===== src/rtl/picorv32_axil_pkg.sv =====
// Shared types and constants for the PicoRV32 native-to-AXI-lite bridge.
// Holds the FSM state encoding, AXI response codes and PROT values.
package picorv32_axil_pkg;

    typedef enum logic [2:0] {
        ST_IDLE     = 3'd0,
        ST_WR       = 3'd1,
        ST_WR_RESP  = 3'd2,
        ST_RD_ADDR  = 3'd3,
        ST_RD_DATA  = 3'd4,
        ST_DONE     = 3'd5
    } state_e;

    localparam logic [1:0] RESP_OKAY   = 2'b00;
    localparam logic [1:0] RESP_EXOKAY = 2'b01;
    localparam logic [1:0] RESP_SLVERR = 2'b10;
    localparam logic [1:0] RESP_DECERR = 2'b11;

    localparam logic [2:0] PROT_DATA  = 3'b000;
    localparam logic [2:0] PROT_INSTR = 3'b100;

    // EXOKAY has no meaning on AXI-lite, so anything but OKAY is an error.
    function automatic logic resp_is_error(input logic [1:0] resp);
        return (resp == RESP_SLVERR) || (resp == RESP_DECERR) || (resp == RESP_EXOKAY);
    endfunction

endpackage


===== src/rtl/picorv32_axil_bridge.sv =====
// PicoRV32 native memory port to single-outstanding AXI-lite master.
// One AXI transaction per mem_valid request; sticky error status with first-error address.
module picorv32_axil_bridge
    import picorv32_axil_pkg::*;
#(
    parameter int unsigned ADDR_WIDTH = 32
) (
    input  logic                  clk,
    input  logic                  resetn,

    input  logic                  mem_valid,
    input  logic                  mem_instr,
    output logic                  mem_ready,
    input  logic [31:0]           mem_addr,
    input  logic [31:0]           mem_wdata,
    input  logic [3:0]            mem_wstrb,
    output logic [31:0]           mem_rdata,

    output logic [ADDR_WIDTH-1:0] m_axi_awaddr,
    output logic [2:0]            m_axi_awprot,
    output logic                  m_axi_awvalid,
    input  logic                  m_axi_awready,

    output logic [31:0]           m_axi_wdata,
    output logic [3:0]            m_axi_wstrb,
    output logic                  m_axi_wvalid,
    input  logic                  m_axi_wready,

    input  logic [1:0]            m_axi_bresp,
    input  logic                  m_axi_bvalid,
    output logic                  m_axi_bready,

    output logic [ADDR_WIDTH-1:0] m_axi_araddr,
    output logic [2:0]            m_axi_arprot,
    output logic                  m_axi_arvalid,
    input  logic                  m_axi_arready,

    input  logic [31:0]           m_axi_rdata,
    input  logic [1:0]            m_axi_rresp,
    input  logic                  m_axi_rvalid,
    output logic                  m_axi_rready,

    output logic                  err_flag,
    output logic [ADDR_WIDTH-1:0] err_addr
);

    state_e                state_q,    state_d;
    logic [ADDR_WIDTH-1:0] addr_q,     addr_d;
    logic [31:0]           wdata_q,    wdata_d;
    logic [3:0]            wstrb_q,    wstrb_d;
    logic                  instr_q,    instr_d;
    logic                  awvalid_q,  awvalid_d;
    logic                  wvalid_q,   wvalid_d;
    logic                  aw_done_q,  aw_done_d;
    logic                  w_done_q,   w_done_d;
    logic                  bready_q,   bready_d;
    logic                  arvalid_q,  arvalid_d;
    logic                  rready_q,   rready_d;
    logic                  mready_q,   mready_d;
    logic [31:0]           rdata_q,    rdata_d;
    logic                  err_flag_q, err_flag_d;
    logic [ADDR_WIDTH-1:0] err_addr_q, err_addr_d;

    logic aw_fire;
    logic w_fire;

    always_ff @(posedge clk) begin
        if (!resetn) begin
            state_q    <= ST_IDLE;
            addr_q     <= '0;
            wdata_q    <= '0;
            wstrb_q    <= '0;
            instr_q    <= 1'b0;
            awvalid_q  <= 1'b0;
            wvalid_q   <= 1'b0;
            aw_done_q  <= 1'b0;
            w_done_q   <= 1'b0;
            bready_q   <= 1'b0;
            arvalid_q  <= 1'b0;
            rready_q   <= 1'b0;
            mready_q   <= 1'b0;
            rdata_q    <= '0;
            err_flag_q <= 1'b0;
            err_addr_q <= '0;
        end else begin
            state_q    <= state_d;
            addr_q     <= addr_d;
            wdata_q    <= wdata_d;
            wstrb_q    <= wstrb_d;
            instr_q    <= instr_d;
            awvalid_q  <= awvalid_d;
            wvalid_q   <= wvalid_d;
            aw_done_q  <= aw_done_d;
            w_done_q   <= w_done_d;
            bready_q   <= bready_d;
            arvalid_q  <= arvalid_d;
            rready_q   <= rready_d;
            mready_q   <= mready_d;
            rdata_q    <= rdata_d;
            err_flag_q <= err_flag_d;
            err_addr_q <= err_addr_d;
        end
    end

    always_comb begin
        state_d    = state_q;
        addr_d     = addr_q;
        wdata_d    = wdata_q;
        wstrb_d    = wstrb_q;
        instr_d    = instr_q;
        awvalid_d  = awvalid_q;
        wvalid_d   = wvalid_q;
        aw_done_d  = aw_done_q;
        w_done_d   = w_done_q;
        bready_d   = bready_q;
        arvalid_d  = arvalid_q;
        rready_d   = rready_q;
        mready_d   = 1'b0;
        rdata_d    = rdata_q;
        err_flag_d = err_flag_q;
        err_addr_d = err_addr_q;

        aw_fire = awvalid_q && m_axi_awready;
        w_fire  = wvalid_q && m_axi_wready;

        unique case (state_q)
            ST_IDLE: begin
                if (mem_valid) begin
                    addr_d  = mem_addr[ADDR_WIDTH-1:0];
                    wdata_d = mem_wdata;
                    wstrb_d = mem_wstrb;
                    instr_d = mem_instr;
                    if (mem_wstrb != 4'b0000) begin
                        state_d   = ST_WR;
                        awvalid_d = 1'b1;
                        wvalid_d  = 1'b1;
                        aw_done_d = 1'b0;
                        w_done_d  = 1'b0;
                    end else begin
                        state_d   = ST_RD_ADDR;
                        arvalid_d = 1'b1;
                    end
                end
            end

            // AW and W retire independently; leave once both have handshaken.
            ST_WR: begin
                if (aw_fire) begin
                    awvalid_d = 1'b0;
                    aw_done_d = 1'b1;
                end
                if (w_fire) begin
                    wvalid_d = 1'b0;
                    w_done_d = 1'b1;
                end
                if ((aw_done_q || aw_fire) && (w_done_q || w_fire)) begin
                    state_d  = ST_WR_RESP;
                    bready_d = 1'b1;
                end
            end

            ST_WR_RESP: begin
                if (m_axi_bvalid) begin
                    bready_d = 1'b0;
                    mready_d = 1'b1;
                    state_d  = ST_DONE;
                    if (resp_is_error(m_axi_bresp) && !err_flag_q) begin
                        err_flag_d = 1'b1;
                        err_addr_d = addr_q;
                    end
                end
            end

            ST_RD_ADDR: begin
                if (m_axi_arready) begin
                    arvalid_d = 1'b0;
                    rready_d  = 1'b1;
                    state_d   = ST_RD_DATA;
                end
            end

            ST_RD_DATA: begin
                if (m_axi_rvalid) begin
                    rready_d = 1'b0;
                    rdata_d  = m_axi_rdata;
                    mready_d = 1'b1;
                    state_d  = ST_DONE;
                    if (resp_is_error(m_axi_rresp) && !err_flag_q) begin
                        err_flag_d = 1'b1;
                        err_addr_d = addr_q;
                    end
                end
            end

            ST_DONE: begin
                state_d = ST_IDLE;
            end

            default: begin
                state_d = ST_IDLE;
            end
        endcase
    end

    assign mem_ready     = mready_q;
    assign mem_rdata     = rdata_q;

    assign m_axi_awaddr  = addr_q;
    assign m_axi_awprot  = PROT_DATA;
    assign m_axi_awvalid = awvalid_q;

    assign m_axi_wdata   = wdata_q;
    assign m_axi_wstrb   = wstrb_q;
    assign m_axi_wvalid  = wvalid_q;

    assign m_axi_bready  = bready_q;

    assign m_axi_araddr  = addr_q;
    assign m_axi_arprot  = instr_q ? PROT_INSTR : PROT_DATA;
    assign m_axi_arvalid = arvalid_q;

    assign m_axi_rready  = rready_q;

    assign err_flag      = err_flag_q;
    assign err_addr      = err_addr_q;

endmodule

===== config.mk =====
export PLATFORM = sky130hd
export DESIGN_NAME = picorv32_axil_bridge
export DESIGN_NICKNAME = d
export VERILOG_FILES = /design/src/rtl/picorv32_axil_pkg.sv /design/src/rtl/picorv32_axil_bridge.sv
export SDC_FILE = /design/constraint.sdc
export NUM_CORES = 1
export LEC_CHECK = 0
export CAP_MARGIN = 20
export CORE_MARGIN = 3
export CORE_UTILIZATION = 30
export CTS_BUF_LIST = sky130_fd_sc_hd__clkbuf_16
export CTS_CLUSTER_SIZE = 40
export DETAILED_ROUTE_END_ITERATION = 10
export PLACE_DENSITY_LB_ADDON = 0.2
export SYNTH_ARGS = -nofsm -noshare
export SYNTH_HDL_FRONTEND = slang
export SYNTH_SLANG_ARGS = --single-unit

===== constraint.sdc =====
create_clock -name clk -period 2.1 [get_ports clk]
set_input_delay 0.42 -clock clk [delete_from_list [all_inputs] [get_ports clk]]
set_output_delay 0.42 -clock clk [all_outputs]
set_load 0.01 [all_outputs]

==> reports/qor.log, run 1 <==
[cells_and_area] diode insertion count for antenna repair 0
[timing] relative max-transition margin 0.602
[placement] cell count after placement 1,166
[status] outcome completed
[global_route] largest net degree at the start of global routing 70
[power_and_ir_drop] total chip power 7030 µW
[critical_path] CP max stage delay 610 ps
[yosys] register bit count reported by yosys 145
[cts] number of buffers inserted by post-CTS setup repair 0
[power_and_ir_drop] areal power density over the cells 756 nW/µm²
[yosys] fraction of the yosys area taken by sequential cells 0.496
[yosys] number of standard cells after synthesis 689
[cts] clock latency on the worst-skew pair 420 ps
[cts] TritonCTS clock tree yes
[critical_path] Crit-path slowest cell sky130_fd_sc_hd__clkdlybuf4s50_1
[floorplanning] Die Span X 146 µm
[floorplanning] Total Die Area 21,200 µm²
[detailed_routing] antenna-violating nets left 0
[global_route] antenna violations before repair 0
[critical_path] Top delay family on crit path buffers and inverters
[timing] final-layout setup total negative slack 0 ps
[timing] setup repair after global routing missed its margin no
[detailed_routing] DRC viols 0
[cts] count of instances resized after the clock tree is built 0
[critical_path] buffer and inverter count on the worst path 1
[cts] number of buffers on the longest clock path 2
[yosys] cell area after technology mapping 5860 µm²
[critical_path] Data arrival, critical path 1440 ps
[cells_and_area] number of non-filler instances in the completed layout 1,198
[yosys] Yosys warning total 0
[detailed_routing] vias post-DR 5,211
[global_route] GRT Resource Usage Total 0.160
[power_and_ir_drop] maximum vdd drop 553 µV
[placement] placement-stage cell area 8710 µm²
[placement] dpl hpwl 11,800 µm
[yosys] ranking of synthesized cells by instance count sky130_fd_sc_hd__nand2_1, sky130_fd_sc_hd__dfxtp_1, sky130_fd_sc_hd__a21boi_1
[timing] share of the clock period used by the worst path after layout 0.884
[cts] Hold-fix buffers, CTS 0
[global_route] residual overflow from global routing 0
[yosys] most instantiated flip-flop cell in the synthesis netlist sky130_fd_sc_hd__dfxtp_1
[hold_path] Tightest Hold Check Type in2reg
[job] max-capacitance violation count 0
[power_and_ir_drop] static leakage 0.00330 µW
[cells_and_area] Layout Cell Area excl Fill 9310 µm²
[yosys] most area-hungry cell type in the Yosys netlist sky130_fd_sc_hd__dfxtp_1
[cts] H-tree depth 4
[timing] hold violation count in the final report 0
[floorplanning] starting density of the core 0.309
[detailed_routing] total length of routed wires 17,100 µm
[timing] Final min period 1860 ps
[cells_and_area] area grow syn2layout 58.9%
[detailed_routing] per-cell routed wire length 14.3 µm
[floorplanning] Core ar. 19,000 µm²
[placement] GP Congestion 0.789
[timing] Fmax achieved 539 MHz
[cts] Clk Tree Root Cell sky130_fd_sc_hd__clkbuf_16
[critical_path] worst reg-to-reg setup slack 370 ps
[yosys] count leader, synth sky130_fd_sc_hd__nand2_1
[yosys] mean post-synth cell area 8.50 µm²
[detailed_routing] initial DRC count 170
[detailed_routing] average via count per standard cell 4.35
[yosys] number of synthesized flops with an enable pin 0
[cells_and_area] ratio of cells with drive above 1 in the final layout 0.0501
[global_route] global-route wire length before repair 27,500 µm
[cts] clock-pin slew reported for the worst setup and hold paths after clock tree synthesis 60 ps
[critical_path] Critical Path Fanout Max 3
[timing] transition time of the tightest slew-check pin 595 ps
[global_route] vias in the first global route 5,041
[cts] number of sinks on the clock net 145
[timing] Final Hold Slack 369 ps
[yosys] fraction of registers with async set or reset after synthesis 0
[cells_and_area] nets 1,038
[floorplanning] standard-cell row count 50
[timing] count of final max-slew check failures 0
[timing] Setup violations, final 0
[yosys] main area contributors after synthesis sky130_fd_sc_hd__dfxtp_1, sky130_fd_sc_hd__nand2_1, sky130_fd_sc_hd__a21boi_1, sky130_fd_sc_hd__mux2i_1, sky130_fd_sc_hd__buf_4
[critical_path] Req. time, crit path 1680 ps
[cts] number of buffers inserted during clock tree synthesis 17
[detailed_routing] detailed-router iteration count before antenna repair 4
[critical_path] kind of launch point of the worst setup path flop
[critical_path] kind of capture point of the worst setup path primary output
[floorplanning] number of top-level design ports 290
[floorplanning] Die Y 146 µm
[timing] final clock skew 10.4 ps
[yosys] proportion of netlist area held by the largest area contributor 0.496
[critical_path] cells along the critical path clkdlybuf4s50_1
[yosys] Netlist cell types 31
[placement] count of input and output buffers 284
[critical_path] critical path class reg2out
[cells_and_area] number of fill cells in the layout 1,867
## cell families (layout without fill, tap and decap cells)
logic type             after synthesis  count (layout)  share of synthesized area
AND/OR/NAND/NOR                    305             305                      0.213
multiplexers                        33              33                     0.0564
buffers and inverters               85             330                     0.0844
other                                1               5                   0.000640
flip-flops                         145             145                      0.496
AO/OA/AOI/OAI                      120             120                      0.150
## sequential cells by signal, summed over array words and instances, names as in the netlist
name / count
m_axi_araddr: 32
m_axi_arvalid: 1
state_q: 3
mem_ready: 1
w_done_q: 1
err_addr: 32
m_axi_bready: 1
m_axi_wstrb: 4
m_axi_wvalid: 1
m_axi_wdata: 32
instr_q: 1
m_axi_rready: 1
m_axi_awvalid: 1
err_flag: 1
aw_done_q: 1
mem_rdata: 32
## where the power goes
group | switching [µW] | total (µW) | internal [µW] | leakage (µW)
sequential | 96.1 | 2960 | 2860 | 0.00118
clock | 1200 | 3060 | 1860 | 0.000292
combinational | 432 | 1010 | 583 | 0.00183
## cell usage in the layout, fill, tap and decap left out, types with 3 or more instances in the layout
cell,n
sky130_fd_sc_hd__dfxtp_1,145
sky130_fd_sc_hd__clkbuf_16,17
sky130_fd_sc_hd__buf_12,5
sky130_fd_sc_hd__a21oi_1,5
sky130_fd_sc_hd__nand2b_1,4
sky130_fd_sc_hd__nor2b_1,5
sky130_fd_sc_hd__mux2i_1,33
sky130_fd_sc_hd__clkinv_1,3
sky130_fd_sc_hd__nor2_1,8
sky130_fd_sc_hd__bufinv_16,3
sky130_fd_sc_hd__a21boi_1,101
sky130_fd_sc_hd__o21ai_0,4
sky130_fd_sc_hd__nand2_1,273
sky130_fd_sc_hd__buf_4,10
sky130_fd_sc_hd__a21boi_0,4
sky130_fd_sc_hd__clkdlybuf4s50_1,283
sky130_fd_sc_hd__inv_6,3
sky130_fd_sc_hd__conb_1,5
## routing by layer
layer / wire [µm] / vias up / track usage
li1: - / 2654 / -
met1: 7550 / 2351 / 0.195
met2: 7940 / 183 / 0.257
met3: 1270 / 23 / 0.0585
met4: 390 / 0 / 0.0617
met5: 0 / - / 0
## stage by stage
stage	util	setup WS (ps)
CTS	0.491	201
floorplan	-	563
global route	0.491	165
finish	0.491	244
global placement	0.460	136
detailed placement	0.460	68.6
## path summary, 6_finish.rpt
path | start | to | depth (start not counted)
hold reg to reg | m_axi_wdata[29] | m_axi_wdata[29] | 2
hold / removal | resetn | m_axi_wdata[5] | 2
setup / recovery | err_flag | err_flag | 1
setup reg to reg | state_q[1] | err_addr[7] | 5
## cell type report
cell class | count | area, µm² | share of cell area
tap | 260 | 325 | 0.0350
clock buffer | 17 | 425 | 0.0457
sequential | 145 | 2900 | 0.312
timing repair buffer | 298 | 3010 | 0.323
multi-input combinational | 463 | 2480 | 0.266
clock inverter | 15 | 166 | 0.0179
Power figures use the tool's default switching activity.
==> inputs of run 2 (changes only) <==
--- a/config.mk
+++ b/config.mk
@@ -11,6 +11,7 @@
 export CTS_BUF_LIST = sky130_fd_sc_hd__clkbuf_16
 export CTS_CLUSTER_SIZE = 40
 export DETAILED_ROUTE_END_ITERATION = 10
+export GPL_ROUTABILITY_DRIVEN = 0
 export PLACE_DENSITY_LB_ADDON = 0.2
 export SYNTH_ARGS = -nofsm -noshare
 export SYNTH_HDL_FRONTEND = slang
==> results of run 2 <==
The final DEF is identical to that of run 1; final timing and power are the same.
==> inputs of run 3 (changes only) <==
==> constraint.sdc (replaced) <==
create_clock -name clk -period 1.7 [get_ports clk]
set_input_delay 0.34 -clock clk [delete_from_list [all_inputs] [get_ports clk]]
set_output_delay 0.34 -clock clk [all_outputs]
set_load 0.01 [all_outputs]
==> reports/qor.log, run 3 (synthesis results as in run 1) <==
[cts] H-tree depth 4 [unchanged]
[detailed_routing] average via count per standard cell 4.33 [-0.47%]
[detailed_routing] detailed-router iteration count before antenna repair 4 [unchanged]
[cells_and_area] area grow syn2layout 63.2%
[power_and_ir_drop] clock network fraction of total power 0.475 [+0.040]
[placement] dpl hpwl 12,100 µm [+1.9%]
[hold_path] Tightest Hold Check Type in2reg
[critical_path] critical path class reg2out
[critical_path] Req. time, crit path 1360 ps [-320 ps]
[global_route] GRT Resource Usage Total 0.160 [about the same]
[cells_and_area] diode insertion count for antenna repair 0 [unchanged]
[detailed_routing] antenna-violating nets left 0 [unchanged]
[timing] Fmax achieved 600 MHz
[cells_and_area] commonest cells after routing, fill and taps aside sky130_fd_sc_hd__nand2_1, sky130_fd_sc_hd__clkdlybuf4s50_1, sky130_fd_sc_hd__dfxtp_1, sky130_fd_sc_hd__a21boi_1, sky130_fd_sc_hd__dlygate4sd2_1
[global_route] largest net degree at the start of global routing 69 [-1.4%]
[power_and_ir_drop] switching power 2150 µW [+25%]
[cts] clock latency on the worst-skew pair 420 ps [about the same]
[floorplanning] Total Die Area 21,200 µm² [unchanged]
[cts] Clk Tree Root Cell sky130_fd_sc_hd__clkbuf_16
[timing] Setup violations, final 0 [unchanged]
[detailed_routing] vias post-DR 5,243 [+0.61%]
[critical_path] kind of capture point of the worst setup path primary output
[floorplanning] Core ar. 19,000 µm² [unchanged]
[critical_path] Critical Path Fanout Max 4 [+1]
[critical_path] Top delay family on crit path buffers and inverters
[power_and_ir_drop] sequential group share of total power 0.393 [-0.028]
[global_route] global-route wire length before repair 27,300 µm [-0.43%]
[critical_path] CP max stage delay 550 ps [-60 ps]
[power_and_ir_drop] Gate power share 0.132 [-0.012]
[critical_path] cells along the critical path clkdlybuf4s50_1
[floorplanning] starting density of the core 0.309 [unchanged]
[detailed_routing] per-cell routed wire length 14.4 µm [+0.91%]
[job] max-capacitance violation count 0 [unchanged]
[floorplanning] standard-cell row count 50 [unchanged]
[critical_path] kind of launch point of the worst setup path flop
[timing] share of the clock period used by the worst path after layout 0.980
[global_route] antenna violations before repair 0 [unchanged]
[cells_and_area] nets 1,051 [+1.3%]
[placement] count of input and output buffers 284 [unchanged]
[power_and_ir_drop] static leakage 0.00421 µW [+27%]
[detailed_routing] DRC viols 0 [unchanged]
[power_and_ir_drop] Power Internal 7120 µW [+34%]
[floorplanning] Die Span X 146 µm [unchanged]
[cells_and_area] ratio of cells with drive above 1 in the final layout 0.0705 [+0.0203]
[placement] placement-stage cell area 8810 µm² [+1.1%]
[power_and_ir_drop] maximum vdd drop 656 µV [+19%]
[global_route] residual overflow from global routing 0 [unchanged]
[cts] number of buffers on the longest clock path 2 [unchanged]
[detailed_routing] total length of routed wires 17,500 µm [+2.0%]
[power_and_ir_drop] net switching share of the total power 0.232 [-0.0131]
[timing] hold violation count in the final report 0 [unchanged]
[timing] count of final max-slew check failures 0 [unchanged]
[timing] final clock skew 8.31 ps [-2.06 ps]
[cts] clock-pin slew reported for the worst setup and hold paths after clock tree synthesis 60 ps [about the same]
[timing] Final min period 1670 ps
[critical_path] buffer and inverter count on the worst path 1 [unchanged]
[detailed_routing] initial DRC count 190 [+12%]
[critical_path] Data arrival, critical path 1330 ps [-110 ps]
[floorplanning] Die Y 146 µm [unchanged]
[cells_and_area] Layout Cell Area excl Fill 9560 µm² [+2.7%]
[cells_and_area] most frequent standard cell in the layout excluding fill and tap cells sky130_fd_sc_hd__nand2_1
[global_route] vias in the first global route 4,961 [-1.6%]
[power_and_ir_drop] areal power density over the cells 969 nW/µm² [+28%]
[timing] setup repair after global routing missed its margin no
[power_and_ir_drop] total chip power 9270 µW [+32%]
[status] outcome completed
[cts] Hold-fix buffers, CTS 0 [unchanged]
[critical_path] Crit-path slowest cell sky130_fd_sc_hd__clkdlybuf4s50_1
[cts] number of sinks on the clock net 145 [unchanged]
[cts] number of buffers inserted during clock tree synthesis 17 [unchanged]
[cts] TritonCTS clock tree yes
[floorplanning] number of top-level design ports 290 [unchanged]
## run 3: changes by cell type in the layout (fill, tap and decap cells not counted), sizes merged
cell           before  now
clkdlybuf4s50     283  192
clkbuf             17   18
clkinv              7    1
bufinv              3    7
dlygate4sd2         0   61
buf                15   27
inv                 4    6
dlymetal6s2s        0   30
## run 3: power groups by stage
| stage | Clock [µW] | Combinational, µW | Sequential, µW |
|---|---|---|---|
| 6_report | 4400 | 1220 | 3640 |
| 5_1_grt | 4650 | 1340 | 3670 |
| 4_1_cts | 4510 | 1240 | 3650 |
| 3_5_place_dp | 0 | 1300 | 3730 |
| 3_3_place_gp | 0 | 1300 | 3720 |
| 2_1_floorplan | 0 | 525 | 3770 |
## run 3: final timing paths
path / slack [ps] / from / cells after the start / to
worst max-delay path: 30 / m_axi_araddr[29] / 1 / m_axi_araddr[29]
worst min-delay path: 270 / resetn / 2 / err_flag
worst max register to register: 150 / state_q[2] / 6 / err_addr[31]
worst min register to register: 450 / m_axi_wdata[29] / 2 / m_axi_wdata[29]
## run 3: final cells by class
type	instances	area (µm²)
Clock buffer	17	425
Clock inverter	15	264
Fill cell	1839	9400
Multi-Input combinational cell	463	2490
Sequential cell	145	2910
Tap cell	260	325
Timing Repair Buffer	311	3150
## run 3: layer usage
metal,global-route usage,wire (µm),share of wire
met4,0.0632,348,0.020
met1,0.200,7770,0.44
met3,0.0589,1370,0.078
met2,0.250,8000,0.46
met5,0,0,0
## run 3: through the flow
| step | setup TNS, ps | hold slack [ps] | setup WS [ps] | cells | util |
|---|---|---|---|---|---|
| final | 0 | 273 | 33.3 | 1211 | 0.504 |
| after CTS | 0 | 255 | 0.263 | 1207 | 0.497 |
| after detailed placement | -16100 | 444 | -234 | 1175 | 0.465 |
| after floorplan | 0 | 435 | 163 | 693 | - |
| after global routing | 0 | 274 | 0.0613 | 1211 | 0.504 |
| after global placement | -14820 | 440 | -180 | 1175 | 0.465 |
## run 3: what timing repair did
item / in CTS / in global routing
hold endpoints to repair: 0 / 0
endpoints found under the setup margin: 65 / 68
resized for setup: 65 / 33
setup buffers: 0 / 3
pin swaps: 0 / 1
cloned: 0 / 1
